## src/rtl/acl_pkg.sv

```systemverilog
// Shared types and constants for the PDP-8 AC/Link register block.
package acl_pkg;

    localparam int unsigned ACL_W = 12;

    // Bit positions within the group-1 OPR microinstruction field
    localparam int unsigned OPR_CLA   = 7;
    localparam int unsigned OPR_CLL   = 6;
    localparam int unsigned OPR_CMA   = 5;
    localparam int unsigned OPR_CML   = 4;
    localparam int unsigned OPR_RAR   = 3;
    localparam int unsigned OPR_RAL   = 2;
    localparam int unsigned OPR_TWICE = 1;
    localparam int unsigned OPR_IAC   = 0;

    typedef enum logic [2:0] {
        IDLE,
        S_CLR,
        S_CMP,
        S_INC,
        S_ROT1,
        S_ROT2
    } acl_state_e;

endpackage

```

## src/rtl/acl_rotator.sv

```systemverilog
// Combinational one-place rotate of the 13-bit {L,AC} word.
// The AC byte-swap path exists only when ACL_BSW_EN is defined.
module acl_rotator
    import acl_pkg::*;
#(
    parameter int unsigned W = ACL_W
) (
    input  logic [W:0] la_i,
    input  logic       left_i,
    input  logic       right_i,
    input  logic       bsw_i,
    output logic [W:0] la_o
);

`ifdef ACL_BSW_EN
    always_comb begin
        la_o = la_i;
        if (left_i && !right_i) begin
            la_o = {la_i[W-1:0], la_i[W]};
        end else if (right_i && !left_i) begin
            la_o = {la_i[0], la_i[W:1]};
        end else if (bsw_i) begin
            // Link stays put; only the two AC halves trade places
            la_o = {la_i[W], la_i[W/2-1:0], la_i[W-1:W/2]};
        end
    end
`else
    logic bsw_unused;
    assign bsw_unused = bsw_i;

    always_comb begin
        la_o = la_i;
        if (left_i && !right_i) begin
            la_o = {la_i[W-1:0], la_i[W]};
        end else if (right_i && !left_i) begin
            la_o = {la_i[0], la_i[W:1]};
        end
    end
`endif

endmodule

```

## src/rtl/acl_reg.sv

```systemverilog
// PDP-8 accumulator and link register with a fixed-latency OPR group-1 sequencer.
// Optional byte swap (TWICE without a rotate direction) is enabled by ACL_BSW_EN.
module acl_reg
    import acl_pkg::*;
#(
    parameter int unsigned W = ACL_W
) (
    input  logic         CLK,
    input  logic         RST_N,
    input  logic [W-1:0] BUS_S,
    input  logic         BUS_CO,
    input  logic         LD_ADD,
    input  logic         LD_AND,
    input  logic         OPR_START,
    input  logic [7:0]   OPR_BITS,
    output logic [W-1:0] AC,
    output logic         LINK,
    output logic         BUSY,
    output logic         DONE,
    output logic         AC_ZERO,
    output logic         AC_NEG
);

    acl_state_e   state_q, state_d;
    logic [W-1:0] ac_q, ac_d;
    logic         link_q, link_d;
    logic [7:0]   opr_q, opr_d;
    logic         busy_q, busy_d;
    logic         done_q, done_d;

    logic [W:0]   inc_sum;
    logic [W:0]   rot_out;
    logic         rot_bsw;

    assign inc_sum = {1'b0, ac_q} + {{W{1'b0}}, 1'b1};
    assign rot_bsw = (state_q == S_ROT1) && opr_q[OPR_TWICE] &&
                     !opr_q[OPR_RAR] && !opr_q[OPR_RAL];

    acl_rotator #(
        .W (W)
    ) u_rotator (
        .la_i    ({link_q, ac_q}),
        .left_i  (opr_q[OPR_RAL]),
        .right_i (opr_q[OPR_RAR]),
        .bsw_i   (rot_bsw),
        .la_o    (rot_out)
    );

    always_comb begin
        state_d = state_q;
        ac_d    = ac_q;
        link_d  = link_q;
        opr_d   = opr_q;
        done_d  = 1'b0;
        unique case (state_q)
            IDLE: begin
                if (LD_ADD) begin
                    ac_d   = BUS_S;
                    link_d = link_q ^ BUS_CO;
                end else if (LD_AND) begin
                    ac_d = BUS_S;
                end else if (OPR_START) begin
                    opr_d   = OPR_BITS;
                    state_d = S_CLR;
                end
            end
            S_CLR: begin
                if (opr_q[OPR_CLA]) ac_d = '0;
                if (opr_q[OPR_CLL]) link_d = 1'b0;
                state_d = S_CMP;
            end
            S_CMP: begin
                if (opr_q[OPR_CMA]) ac_d = ~ac_q;
                if (opr_q[OPR_CML]) link_d = ~link_q;
                state_d = S_INC;
            end
            S_INC: begin
                if (opr_q[OPR_IAC]) begin
                    ac_d   = inc_sum[W-1:0];
                    link_d = link_q ^ inc_sum[W];
                end
                state_d = S_ROT1;
            end
            S_ROT1: begin
                {link_d, ac_d} = rot_out;
                state_d        = S_ROT2;
            end
            S_ROT2: begin
                if (opr_q[OPR_TWICE]) {link_d, ac_d} = rot_out;
                done_d  = 1'b1;
                state_d = IDLE;
            end
            default: state_d = IDLE;
        endcase
        busy_d = (state_d != IDLE);
    end

    always_ff @(posedge CLK or negedge RST_N) begin
        if (!RST_N) begin
            state_q <= IDLE;
            ac_q    <= '0;
            link_q  <= 1'b0;
            opr_q   <= '0;
            busy_q  <= 1'b0;
            done_q  <= 1'b0;
        end else begin
            state_q <= state_d;
            ac_q    <= ac_d;
            link_q  <= link_d;
            opr_q   <= opr_d;
            busy_q  <= busy_d;
            done_q  <= done_d;
        end
    end

    assign AC      = ac_q;
    assign LINK    = link_q;
    assign BUSY    = busy_q;
    assign DONE    = done_q;
    assign AC_ZERO = (ac_q == '0);
    assign AC_NEG  = ac_q[W-1];

endmodule

```

## config.mk

```make
export PLATFORM = sky130hd
export DESIGN_NAME = acl_reg
export DESIGN_NICKNAME = d
export VERILOG_FILES = /design/src/rtl/acl_pkg.sv /design/src/rtl/acl_rotator.sv /design/src/rtl/acl_reg.sv
export SDC_FILE = /design/constraint.sdc
export NUM_CORES = 1
export LEC_CHECK = 0
export CAP_MARGIN = 30
export CORE_MARGIN = 2
export CORE_UTILIZATION = 51
export CTS_CLUSTER_DIAMETER = 60
export DETAILED_ROUTE_END_ITERATION = 8
export GPL_ROUTABILITY_DRIVEN = 0
export MAX_ROUTING_LAYER = met4
export PLACE_DENSITY_LB_ADDON = 0.2
export SYNTH_ARGS = -nofsm -noshare
export SYNTH_HDL_FRONTEND = slang
export SYNTH_SLANG_ARGS = --single-unit
```

## constraint.sdc

```tcl
create_clock -name CLK -period 2.1 [get_ports CLK]
set_input_delay 0.63 -clock CLK [delete_from_list [all_inputs] [get_ports CLK]]
set_output_delay 0.63 -clock CLK [all_outputs]
set_load 0.01 [all_outputs]
```

==> results.sh <==
export IMPL_swShare_pct=43.5
export IMPL_yosys_warnings=0
export IMPL_clkLatencyLatePin_ps=280
export IMPL_finalSetupViolations=1
export IMPL_rr_worst_depth=7
export IMPL_drcViolationCount=0
export IMPL_comb_power_share_pct=68.3
export IMPL_whs_ps=515
export IMPL_wl_mm=5.59
export IMPL_num_io_pins=43
export IMPL_avgViaCountPerCell=6.01
export IMPL_path_cells="nor4_2, nand4_1, nor4_1, buf_2"
export IMPL_r2r_end="LINK"
export IMPL_crit_type="reg -> out"
export IMPL_ys_types=50
export IMPL_dpl_cell_area_um2=2590
export IMPL_cts_setup_buffers=0
export IMPL_die_y_um=65.8
export IMPL_overflow=0
export IMPL_io_buffer_count=42
export IMPL_core_um2=3660
export IMPL_p_int_w=0.00242
export IMPL_synth_top_area_share_pct=33.4
export IMPL_cts_tree="done"
export IMPL_power_total_w=0.00429
export IMPL_synth_commonest_cells="dfrtp_1 (26), nor2_1 (23), o21ai_0 (23), a21oi_1 (15), inv_1 (13)"
export IMPL_crit_path_end_kind="primary output"
export IMPL_numClockSinks=26
export IMPL_syn_num_nets=255
export IMPL_final_util_pct=72.8
export IMPL_root_buffer="clkbuf_8"
export IMPL_area_growth_pct=37.0
export IMPL_relSlewSlack_pct=49.1
export IMPL_p_leak_nw=1.12
export IMPL_max_stage_delay_ps=410
export IMPL_synth_seq_cells=26
export IMPL_powerDensity_nw_per_um2=1610
export IMPL_hold_class="reg -> reg"
export IMPL_p_seq_share_pct=21.8
export IMPL_timing_fmax_mhz=476
export IMPL_die_area_um2=4330
export IMPL_critPathSlowestCell="dfrtp_1"
export IMPL_hold_viol=0
export IMPL_ys_flop_type="dfrtp_1"
export IMPL_seq_area_frac_synth_pct=33.4
export IMPL_clock_skew_ps=10.5
export IMPL_final_nets=319
export IMPL_std_cell_rows=22
export IMPL_finalCritPeriodShare_pct=100
export IMPL_cp_data_arrival_time_ps=1470
export IMPL_antenna_left=0
export IMPL_power_frac_clock_pct=10.0
export IMPL_synth_area_leaders="dfrtp_1 (33%), mux2_2 (6.9%), mux2i_1 (6.2%)"
export IMPL_cap_violations=0
export IMPL_syn_avg_cell_area_um2=8.57
export IMPL_tightest_slew_ps=761
export IMPL_slew_violations=0
export IMPL_drt_pass1_iter_count=5
export IMPL_status="finished, violations left"
export IMPL_first_global_vias=1965
export IMPL_grt_max_degree=27
export IMPL_grtUsageTotal_pct=29.1
export IMPL_min_delay_path_depth=1
export IMPL_critPathBufInv=1
export IMPL_setup_slack_ps=-1.47
export IMPL_drt_iter0_markers=170
export IMPL_cts_made_buffers=3
export IMPL_synthCells=227
export IMPL_synth_most_common_cell="dfrtp_1"
export IMPL_reg2reg_from="AC[0]"
export IMPL_start_kind="flip-flop"
export IMPL_wire_per_inst_um=16.5
export IMPL_htreeDepth=1
export IMPL_post_synth_top_area_cell="dfrtp_1"
export IMPL_layout_drive_gt1_share_pct=21.0
export IMPL_place_hpwl_mm=4.14
export IMPL_initial_core_util_pct=53.1
export IMPL_synth_edf_count=0
export IMPL_rsz0062_at_grt="yes"
export IMPL_holdPathEnd="opr_q[1]"
export IMPL_switching_power_w=0.00187
export IMPL_violations="negative setup slack"
export IMPL_diodes=0
export IMPL_async_flop_share_pct=100
export IMPL_required_ps=1470
export IMPL_grt_pass1_wl_mm=9.40
export IMPL_finalCriticalPeriod_ps=2100
export IMPL_die_x_um=65.8
export IMPL_clkTransAtPathRegs_ps=100
export IMPL_crit_family="simple AND/OR/NAND/NOR gates"
export IMPL_synthesis_area_um2=1950
export IMPL_ir_drop_mv=0.863
export IMPL_fin_area_um2=2670
export IMPL_reg2reg_slack_ps=240
export IMPL_cp_max_fo=2
export IMPL_hp_start="opr_q[1]"
export IMPL_vias=2032
export IMPL_clockBufferDepth=2
export IMPL_antenna_found_initial=0
## kinds of logic after synthesis
kind of cell | Yosys count | share of synthesized area (%)
AO/OA/AOI/OAI | 72 | 25.3
AND/OR/NAND/NOR | 71 | 18.2
buffers and inverters | 29 | 7.33
flip-flops | 26 | 33.4
multiplexers | 24 | 13.1
XOR/XNOR | 3 | 1.35
adder cells (fa/ha/maj) | 2 | 1.29
## through the flow
| stage | TNS (ps) | cells | setup slack [ps] |
|---|---|---|---|
| final | -1.47 | 338 | -1.47 |
| after detailed placement | -513 | 334 | -124 |
| after CTS | -1.19 | 338 | -1.19 |
| after global placement | -140 | 334 | -91.5 |
| after floorplan | 0 | 227 | 198 |
| after global routing | -118 | 338 | -118 |
## worst max path at each step
stage,end,from,slack (ps),depth (start not counted)
6_report,AC_ZERO,AC[3],-1,4
3_3_place_gp,AC_ZERO,AC[3],-90,4
3_5_place_dp,AC_ZERO,AC[3],-120,4
2_1_floorplan,AC_ZERO,AC[2],200,4
5_1_grt,AC_ZERO,AC[3],-120,4
4_1_cts,AC_ZERO,AC[3],-1,4
## state kept, by name (all words and copies together) (netlist names)
register and cells:
AC 12, opr_q 8, state_q 3, BUSY 1
DONE 1, LINK 1
## layout by cell type, fill, tap and decap left out, types with 2 or more instances in the layout
cell type and instances:
nor4_1 2, a222oi_1 2, mux2i_1 12, and3_1 2, o22ai_1 3, buf_4 32
xnor2_1 2, nand2_1 12, clkdlybuf4s50_1 41, nor3_1 10, ha_1 2, clkbuf_8 3
dfrtp_1 26, mux2_2 12, o31ai_2 2, a221oi_1 4, a211oi_1 4, nand4_1 2
nor2b_1 3, inv_1 13, nor2_1 23, and4_1 2, nand3_1 5, o21ai_0 23
a21oi_1 15, o31ai_1 5, nand2b_1 2
## final cells by class
| cell class | instances | area [um^2] |
|---|---|---|
| multi-input combinational | 172 | 1160 |
| fill | 300 | 996 |
| timing repair buffer | 75 | 676 |
| sequential | 26 | 651 |
| tap | 48 | 60.1 |
| inverter | 13 | 48.8 |
| clock buffer | 3 | 41.3 |
| clock inverter | 1 | 30.0 |
## what timing repair did
action                                  in CTS  in global routing
gates resized for setup                      6                  0
endpoints found under the setup margin       1                  1
hold buffers                                 0                  0
## power by group through the flow
stage	logic [W]	registers, W	clock network, W
2_1_floorplan	0.00170	0.00103	0
3_3_place_gp	0.00285	0.000928	0
3_5_place_dp	0.00290	0.000936	0
4_1_cts	0.00291	0.000933	0.000431
5_1_grt	0.00318	0.000963	0.000456
6_report	0.00293	0.000935	0.000427
## layer usage
layer  track usage (%)  vias up  wire (um)
met3              2.05        8        391
met1              36.8      960       2330
met5                 -        -          0
met2              48.9       92       2770
li1                  -      972          -
met4              10.9        0        105
Note: power is estimated with default switching activity, not from simulation.
